==> src/rtl/bcd_convert_arbiter_if.sv <==
`default_nettype none
// ============================================================================
// Module   : bcd_convert_arbiter_if
// Brief    : Request/grant and result bus of the shared binary-to-BCD converter.
// Revision : 1.0
// ============================================================================
interface bcd_convert_arbiter_if;
  logic        req0;
  logic [7:0]  val0;
  logic        gnt0;
  logic        req1;
  logic [7:0]  val1;
  logic        gnt1;
  logic        busy;
  logic        done;
  logic        src;
  logic [11:0] bcd;
  logic [0:6]  HEX2;
  logic [0:6]  HEX1;
  logic [0:6]  HEX0;

  modport master (
    output req0, val0, req1, val1,
    input  gnt0, gnt1, busy, done, src, bcd, HEX2, HEX1, HEX0
  );

  modport slave (
    input  req0, val0, req1, val1,
    output gnt0, gnt1, busy, done, src, bcd, HEX2, HEX1, HEX0
  );
endinterface
`default_nettype wire

==> src/rtl/bcd_convert_arbiter.sv <==
`default_nettype none
// ============================================================================
// Module   : bcd_convert_arbiter
// Brief    : Round-robin shared 8-bit binary to 3-digit BCD converter with
//            active-low 7-segment display drive.
// Revision : 1.0
// ============================================================================
module bcd_convert_arbiter #(
  parameter bit BLANK_ZEROS = 1'b1
) (
  input wire                    Clock,
  input wire                    Resetn,
  bcd_convert_arbiter_if.slave  bus
);

  localparam logic [1:0] S_IDLE = 2'd0;
  localparam logic [1:0] S_HUND = 2'd1;
  localparam logic [1:0] S_TENS = 2'd2;
  localparam logic [1:0] S_DONE = 2'd3;

  localparam logic [7:0] c_HUNDRED = 8'd100;
  localparam logic [7:0] c_TEN     = 8'd10;
  localparam logic [0:6] c_BLANK   = 7'b1111111;

  logic [1:0]  r_state;
  logic [1:0]  w_next;
  logic [7:0]  r_r;
  logic [1:0]  r_hcnt;
  logic [3:0]  r_tcnt;
  logic        r_last_gnt;
  logic [11:0] r_bcd;
  logic        r_src;

  logic        w_pick1;
  logic        w_gnt0;
  logic        w_gnt1;
  logic        w_busy;
  logic        w_done;
  logic        w_ge100;
  logic        w_ge10;

  // Requester 1 wins when alone, or on a tie when requester 0 was served last.
  assign w_pick1 = bus.req1 & (~bus.req0 | ~r_last_gnt);
  assign w_ge100 = (r_r >= c_HUNDRED);
  assign w_ge10  = (r_r >= c_TEN);

  always_ff @(posedge Clock or negedge Resetn) begin
    if (!Resetn) begin
      r_state <= S_IDLE;
    end else begin
      r_state <= w_next;
    end
  end

  always_comb begin
    w_next = r_state;
    case (r_state)
      S_IDLE: if (bus.req0 | bus.req1) w_next = S_HUND;
      S_HUND: if (!w_ge100)            w_next = S_TENS;
      S_TENS: if (!w_ge10)             w_next = S_DONE;
      S_DONE:                          w_next = S_IDLE;
      default:                         w_next = S_IDLE;
    endcase
  end

  always_comb begin
    w_busy = (r_state != S_IDLE);
    w_done = (r_state == S_DONE);
    w_gnt0 = 1'b0;
    w_gnt1 = 1'b0;
    if (r_state == S_IDLE) begin
      w_gnt0 = bus.req0 & ~w_pick1;
      w_gnt1 = bus.req1 &  w_pick1;
    end
  end

  always_ff @(posedge Clock or negedge Resetn) begin
    if (!Resetn) begin
      r_r        <= 8'd0;
      r_hcnt     <= 2'd0;
      r_tcnt     <= 4'd0;
      r_last_gnt <= 1'b1;
      r_bcd      <= 12'h000;
      r_src      <= 1'b0;
    end else begin
      case (r_state)
        S_IDLE: begin
          if (w_gnt0 | w_gnt1) begin
            r_r        <= w_pick1 ? bus.val1 : bus.val0;
            r_hcnt     <= 2'd0;
            r_tcnt     <= 4'd0;
            r_last_gnt <= w_pick1;
          end
        end
        S_HUND: begin
          if (w_ge100) begin
            r_r    <= r_r - c_HUNDRED;
            r_hcnt <= r_hcnt + 2'd1;
          end
        end
        S_TENS: begin
          if (w_ge10) begin
            r_r    <= r_r - c_TEN;
            r_tcnt <= r_tcnt + 4'd1;
          end else begin
            r_bcd <= {2'b00, r_hcnt, r_tcnt, r_r[3:0]};
            r_src <= r_last_gnt;
          end
        end
        default: ;
      endcase
    end
  end

  function automatic logic [0:6] f_seg(input logic [3:0] d);
    case (d)
      4'd0:    f_seg = 7'b0000001;
      4'd1:    f_seg = 7'b1001111;
      4'd2:    f_seg = 7'b0010010;
      4'd3:    f_seg = 7'b0000110;
      4'd4:    f_seg = 7'b1001100;
      4'd5:    f_seg = 7'b0100100;
      4'd6:    f_seg = 7'b0100000;
      4'd7:    f_seg = 7'b0001111;
      4'd8:    f_seg = 7'b0000000;
      4'd9:    f_seg = 7'b0000100;
      default: f_seg = c_BLANK;
    endcase
  endfunction

  logic w_blank2;
  logic w_blank1;

  // Tens is blanked only when hundreds is also zero, so interior zeros stay lit.
  assign w_blank2 = BLANK_ZEROS && (r_bcd[11:8] == 4'd0);
  assign w_blank1 = w_blank2 && (r_bcd[7:4] == 4'd0);

  assign bus.HEX2 = w_blank2 ? c_BLANK : f_seg(r_bcd[11:8]);
  assign bus.HEX1 = w_blank1 ? c_BLANK : f_seg(r_bcd[7:4]);
  assign bus.HEX0 = f_seg(r_bcd[3:0]);

  assign bus.gnt0 = w_gnt0;
  assign bus.gnt1 = w_gnt1;
  assign bus.busy = w_busy;
  assign bus.done = w_done;
  assign bus.src  = r_src;
  assign bus.bcd  = r_bcd;

endmodule
`default_nettype wire

==> src/flat_wrapper.sv <==
// flat-port wrapper written by rule: the top's interface ports become plain ports
module bcd_convert_arbiter_flat 
#(
  parameter bit BLANK_ZEROS = 1'b1
)
  (Clock, Resetn, bus_req0, bus_val0, bus_req1, bus_val1, bus_gnt0, bus_gnt1, bus_busy, bus_done, bus_src, bus_bcd, bus_HEX2, bus_HEX1, bus_HEX0);
  bcd_convert_arbiter_if bus_i ();
  input wire Clock;
  input wire Resetn;
  input wire logic [$bits(bus_i.req0)-1:0] bus_req0;
  input wire logic [$bits(bus_i.val0)-1:0] bus_val0;
  input wire logic [$bits(bus_i.req1)-1:0] bus_req1;
  input wire logic [$bits(bus_i.val1)-1:0] bus_val1;
  output wire logic [$bits(bus_i.gnt0)-1:0] bus_gnt0;
  output wire logic [$bits(bus_i.gnt1)-1:0] bus_gnt1;
  output wire logic [$bits(bus_i.busy)-1:0] bus_busy;
  output wire logic [$bits(bus_i.done)-1:0] bus_done;
  output wire logic [$bits(bus_i.src)-1:0] bus_src;
  output wire logic [$bits(bus_i.bcd)-1:0] bus_bcd;
  output wire logic [$bits(bus_i.HEX2)-1:0] bus_HEX2;
  output wire logic [$bits(bus_i.HEX1)-1:0] bus_HEX1;
  output wire logic [$bits(bus_i.HEX0)-1:0] bus_HEX0;
  assign bus_i.req0 = bus_req0;
  assign bus_i.val0 = bus_val0;
  assign bus_i.req1 = bus_req1;
  assign bus_i.val1 = bus_val1;
  assign bus_gnt0 = bus_i.gnt0;
  assign bus_gnt1 = bus_i.gnt1;
  assign bus_busy = bus_i.busy;
  assign bus_done = bus_i.done;
  assign bus_src = bus_i.src;
  assign bus_bcd = bus_i.bcd;
  assign bus_HEX2 = bus_i.HEX2;
  assign bus_HEX1 = bus_i.HEX1;
  assign bus_HEX0 = bus_i.HEX0;
  bcd_convert_arbiter #(.BLANK_ZEROS(BLANK_ZEROS)) u_core (.Clock(Clock), .Resetn(Resetn), .bus(bus_i));
endmodule
==> config.mk <==
export PLATFORM = sky130hd
export DESIGN_NAME = bcd_convert_arbiter_flat
export DESIGN_NICKNAME = d
export VERILOG_FILES = /design/src/rtl/bcd_convert_arbiter_if.sv /design/src/rtl/bcd_convert_arbiter.sv /design/src/flat_wrapper.sv
export SDC_FILE = /design/constraint.sdc
export NUM_CORES = 1
export LEC_CHECK = 0
export ABC_AREA = 0
export CAP_MARGIN = 20
export CORE_MARGIN = 3
export CORE_UTILIZATION = 34
export DETAILED_ROUTE_END_ITERATION = 6
export GPL_ROUTABILITY_DRIVEN = 0
export REMOVE_ABC_BUFFERS = 1
export SLEW_MARGIN = 20
export SYNTH_ARGS = -nofsm -noshare
export SYNTH_HDL_FRONTEND = slang
export SYNTH_SLANG_ARGS = --single-unit
==> constraint.sdc <==
create_clock -name Clock -period 3.1 [get_ports Clock]
set_input_delay 0.31 -clock Clock [delete_from_list [all_inputs] [get_ports Clock]]
set_output_delay 0.31 -clock Clock [all_outputs]
set_load 0.005 [all_outputs]
==> out/results.tsv, run 1 <==
metric	value	unit
Post-CTS Setup Bufs	0	
# setup viols final	0	
fin crit share	78.3	%
Cell Area, Placed	0.00295	mm²
IO buf count	54	
Vias/cell	5.26	
crit path buf inv count	2	
RSZ-0062 raised after global routing	no	
top cells by area, synth	dfrtp_1 (29%), ha_1 (11%), o21ai_0 (8.1%)	
Synth top area share	28.6	%
Met1 Routed Length	2870	µm
maxcap violations	0	
initial antenna violation count	0	
core box area	0.00653	mm²
commonest non-fill, non-tap cell in the layout	clkdlybuf4s50_1	
DRC	0	
IO Count	58	
initial DRC count	114	
initial core utilization	36.2	%
Finished Cell Area	0.00302	mm²
Clk pin slew, worst setup/hold paths	110	ps
Resized Gates After CTS	0	
Die Span X	89.4	µm
full die area	0.00798	mm²
DR top layer	met4	
fmax	412	MHz
Setup Skew	10.8	ps
Setup TNS	0	ps
CTS Buf Count	3	
Mapped Area	0.00236	mm²
# rows	29	
Hold WS	383	ps
top cell type by total area after synthesis	dfrtp_1	
DIE HEIGHT	89.4	µm
Cells after Synth	280	
DR vias	2127	
post-route insts no fill	404	
drt wl/cell	13.9	µm
Post-DP HPWL	4270	µm
CTS tree	built	
Worst path max stage delay	530	ps
GRT Util Overall	14.7	%
CP max FO	7	
Yosys reg bits	28	
WL met3	287	µm
Power per Cell Area	1120	mW/mm²
fraction of layout cells with a size suffix above 1	10.4	%
crit path time final	2430	ps
Netlist cell types	59	
largest net degree at the start of global routing	29	
Hold Vio Cnt, Final	0	
Synth Area per Inst	8.44	µm²
VDD IR max	605	µV
status	finished, final reports clean	
CP top delay family	buffers and inverters	
CP Launch Type	flop	
worst min path class	in2async	
DRT antenna net count	0	
fillers	666	
first-pass GRT wire length	9430	µm
Worst EP required	2790	ps
critical path class	reg2out	
Syn. warnings	0	
Slew HR	66.0	%
Post-Route WL	5630	µm
EDFF count, synth	0	
Antenna diodes	0	
Overflow after GRT	0	
worst slew pin tran	510	ps
crit path capture type	output port	
async set-reset flop share out of synthesis	100	%
fin. max-slew vios	0	
CP max-delay cell	clkdlybuf4s50_1	
Clock Latency Late Sink	280	ps
DRT Pass-1 Iters	4	
Layout Utilization	46.3	%
Post-CTS Hold Buffers	0	
most frequent cells in the layout	clkdlybuf4s50_1 (54), o21ai_0 (38), dfrtp_1 (27)	
WL met2	2450	µm
H-Tree Depth	1	
LEAKAGE	1.28	nW
fin nets	369	
clk sinks	28	
vias in the first global route	1905	
dpl cells	400	
CTS Buffer Depth	2	
Root Driver	clkbuf_8	
critical path cell sequence	inv_1 -> ha_1 -> nand2_1 -> o31a_1 -> o21ai_0 -> clkdlybuf4s50_1	
most used flip-flop cell after synthesis	dfrtp_1	
Area growth syn-to-layout	28.0	%
post-synthesis sequential area ratio	29.7	%
CP arrival	2120	ps
final cells by class:
class / instances / area (µm²) / share of cell area [%]
Multi-Input combinational cell: 215 / 1490 / 49.3
Inverter: 19 / 71.3 / 2.36
Tap cell: 77 / 96.3 / 3.19
Sequential cell: 28 / 702 / 23.2
Timing Repair Buffer: 61 / 593 / 19.6
Clock inverter: 1 / 30.0 / 0.993
Clock buffer: 3 / 41.3 / 1.37
through the flow:
| stage | total power, mW | setup WS (ps) |
|---|---|---|
| floorplan | 2.10 | 959 |
| global placement | 3.09 | 881 |
| detailed placement | 3.11 | 838 |
| CTS | 3.42 | 662 |
| global route | 3.73 | 547 |
| finish | 3.38 | 673 |
where the power goes:
group          leakage [nW]  switching (mW)  internal, mW
logic                 0.883            1.07          1.22
registers             0.359           0.264         0.528
clock network        0.0357           0.121         0.173
total                  1.28            1.46          1.93
Yosys cell counts, types with 2 or more instances:
| cell type | count |
|---|---|
| buf_4 | 7 |
| nor3_1 | 5 |
| nand2b_1 | 3 |
| a31oi_1 | 4 |
| clkbuf_1 | 7 |
| buf_2 | 4 |
| nor2b_1 | 7 |
| nand3b_1 | 3 |
| dfrtp_1 | 27 |
| a211oi_1 | 3 |
| nand3_1 | 5 |
| o21ai_0 | 38 |
| nor3b_1 | 2 |
| xor2_1 | 3 |
| nand4_1 | 3 |
| a21oi_1 | 14 |
| conb_1 | 2 |
| ha_1 | 21 |
| or3_1 | 2 |
| xnor2_1 | 2 |
| nor2_1 | 24 |
| nand2_1 | 22 |
| a221oi_1 | 3 |
| mux2_2 | 7 |
| o31ai_1 | 3 |
| mux2i_1 | 6 |
| inv_1 | 19 |
| or2_4 | 3 |
logic make-up (layout without fill, tap and decap cells):
group,count (synthesis),count (layout),share of synthesized area (%)
flip-flops,28,28,29.7
adder cells (fa/ha/maj),21,21,11.1
buffers and inverters,38,84,7.36
multiplexers,13,13,5.88
other,2,3,0.318
AO/OA/AOI/OAI,82,82,22.5
AND/OR/NAND/NOR,91,91,21.2
XOR/XNOR,5,5,1.85
final timing paths:
kind | slack, ps | start | cells after the start | end
worst min-delay path | 380 | Resetn | 2 | u_core.r_r[7]
max in group asynchronous | 2390 | Resetn | 2 | u_core.r_last_gnt
worst max-delay path | 670 | u_core.bus.bcd[5] | 6 | bus_HEX1[1]
worst max register to register | 810 | u_core.r_r[2] | 7 | u_core.bus.src
min in group Clock | 520 | u_core.bus.src | 1 | u_core.bus.src
worst min register to register | 520 | u_core.bus.src | 1 | u_core.bus.src
flip-flops by register name, indices dropped and copies added, names as in the netlist:
| register | count |
|---|---|
| u_core.bus.bcd | 10 |
| u_core.r_r | 8 |
| u_core.r_tcnt | 4 |
| u_core.r_hcnt | 2 |
| u_core.r_state | 2 |
| u_core.bus.src | 1 |
| u_core.r_last_gnt | 1 |
per-layer routing:
layer | up-vias | track usage, %
met2 | 53 | 22.4
met3 | 5 | 2.67
met5 | - | 0
li1 | 1075 | -
met1 | 994 | 22.3
met4 | 0 | 1.62
No activity file was read; power rests on OpenSTA's default activity.
==> run 2: changes to the inputs <==
Clock period 3.1 ns to 2.4 ns, I/O delays scaled along.
==> run 2 against run 1 <==
Compared with the run above: setup slack lost 550 ps; wire length grew 4.4%; non-clock buffer count grew 8; clock power grew 32%; via count grew 1.9%; worst hold slack lost 63 ps; largest power group unchanged.
==> out/results.tsv, run 2 (synthesized netlist as in run 1, its figures left out) <==
metric	value	unit	change
DRT Pass-1 Iters	4		unchanged
clock power share	8.7	%	about the same
full die area	0.00798	mm²	unchanged
DIE HEIGHT	89.4	µm	unchanged
Cell Int Power	2.56	mW	+33%
drt wl/cell	14.3	µm	+2.4%
Layout Utilization	47.3	%	+1.0 points
first-pass GRT wire length	9780	µm	+3.8%
WL met2	2560	µm	+4.2%
maxcap violations	0		unchanged
post-route insts no fill	412		+2.0%
# rows	29		unchanged
CP arrival	2040	ps	-80 ps
Worst path max stage delay	520	ps	about the same
DR top layer	met4		
critical path cell sequence	inv_1 -> ha_1 -> nand2_1 -> o31a_1 -> o21ai_0 -> clkdlybuf4s50_1		
Sw Ratio	43.1	%	about the same
fmax	439	MHz	
Setup TNS	0	ps	unchanged
crit path capture type	output port		
most frequent cells in the layout	clkdlybuf4s50_1 (54), o21ai_0 (37), nor2_1 (24), dfrtp_1 (24), nand2_1 (22)		
GRT Util Overall	15.5	%	+0.77 points
Die Span X	89.4	µm	unchanged
Hold Vio Cnt, Final	0		unchanged
fin. max-slew vios	0		unchanged
largest net degree at the start of global routing	29		unchanged
Met1 Routed Length	2990	µm	+4.2%
DRC	0		unchanged
sequential power share	23.1	%	-0.3 points
Setup Skew	8.02	ps	-2.76 ps
Largest register FFs	10		unchanged
Comb power frac	68.3	%	+0.4 points
Post-Route WL	5870	µm	+4.4%
fin nets	377		+2.2%
Post-DP HPWL	4380	µm	+2.6%
worst min path class	in2async		
CP top delay family	buffers and inverters		
DRT antenna net count	0		unchanged
status	finished, final reports clean		
initial antenna violation count	0		unchanged
dpl cells	405		+1.3%
initial core utilization	36.2	%	unchanged
crit path time final	2280	ps	
vias in the first global route	1995		+4.7%
CTS tree	built		
Power per Cell Area	1450	mW/mm²	+30%
Slew HR	63.0	%	-3.1 points
Post-CTS Hold Buffers	0		unchanged
fin crit share	95.0	%	
Antenna diodes	0		unchanged
total power	4.49	mW	+33%
crit path buf inv count	2		unchanged
DR vias	2167		+1.9%
Worst EP required	2160	ps	-630 ps
critical path class	reg2out		
Clk pin slew, worst setup/hold paths	110	ps	about the same
Overflow after GRT	0		unchanged
Root Driver	clkbuf_8		
CP Depth	6		unchanged
commonest non-fill, non-tap cell in the layout	clkdlybuf4s50_1		
WL met3	296	µm	+3.1%
r2r worst-path depth	6		-1
fraction of layout cells with a size suffix above 1	14.0	%	+3.6 points
Clock Latency Late Sink	280	ps	about the same
CP max FO	5		-2
CTS Buf Count	3		unchanged
clk sinks	28		unchanged
IO buf count	54		unchanged
CTS Buffer Depth	2		unchanged
worst slew pin tran	556	ps	+46.0 ps
CP Launch Type	flop		
H-Tree Depth	1		unchanged
LEAKAGE	1.32	nW	+2.9%
switching power	1.93	mW	+33%
# setup viols final	0		unchanged
Hold WS	320	ps	-63.1 ps
CP max-delay cell	clkdlybuf4s50_1		
VDD IR max	900	µV	+49%
core box area	0.00653	mm²	unchanged
initial DRC count	136		+19%
Vias/cell	5.26		about the same
IO Count	58		unchanged
Area growth syn-to-layout	30.9	%	
run 2: power by group through the flow:
| stage | Combinational (mW) | Clock [mW] | Sequential [mW] |
|---|---|---|---|
| finish | 3.07 | 0.389 | 1.04 |
| global route | 3.44 | 0.415 | 1.08 |
| CTS | 3.04 | 0.394 | 1.03 |
| detailed placement | 3.02 | 0 | 1.04 |
| global placement | 3.00 | 0 | 1.03 |
| floorplan | 1.76 | 0 | 0.953 |
run 2: per-layer routing:
metal	track usage, %	up-vias
met2	22.3	55
met1	24.4	1014
met5	0	-
met3	2.58	4
li1	-	1094
met4	2.17	0
run 2: final cells by class:
class / count / area, µm²
Fill cell: 650 / 3440
Multi-Input combinational cell: 215 / 1490
Sequential cell: 28 / 706
Timing Repair Buffer: 69 / 653
Tap cell: 77 / 96.3
Inverter: 19 / 71.3
Clock buffer: 3 / 41.3
Clock inverter: 1 / 30.0
run 2: path summary, 6_finish.rpt:
path                                      to  slack (ps)               from
max reg2reg                   u_core.bus.src         180      u_core.r_r[2]
max                              bus_HEX1[4]         120  u_core.bus.bcd[5]
max in group asynchronous  u_core.r_last_gnt        1760             Resetn
min in group Clock         u_core.bus.bcd[0]         540      u_core.r_r[0]
min reg2reg                u_core.bus.bcd[0]         540      u_core.r_r[0]
min                            u_core.r_r[7]         320             Resetn
run 2: worst register-to-register path, cell delays in order, from the launching register on:
cell	delay, ps
dfrtp_1	470
inv_1	140
ha_1	230
a21oi_2	280
nand3_1	220
nor2_2	390
mux2_2	380
run 2: timing repair:
| action | in CTS | in global routing |
|---|---|---|
| setup endpoints to repair | 0 | 8 |
| gates resized for setup | 0 | 6 |
| setup buffers | 0 | 3 |
run 2: metrics by stage:
stage | cell area, µm² | setup WS (ps)
after floorplan | 2260 | 259
after global placement | 2990 | 231
after detailed placement | 2990 | 178
after CTS | 3060 | 39.2
after global routing | 3090 | -11.9
final | 3090 | 121
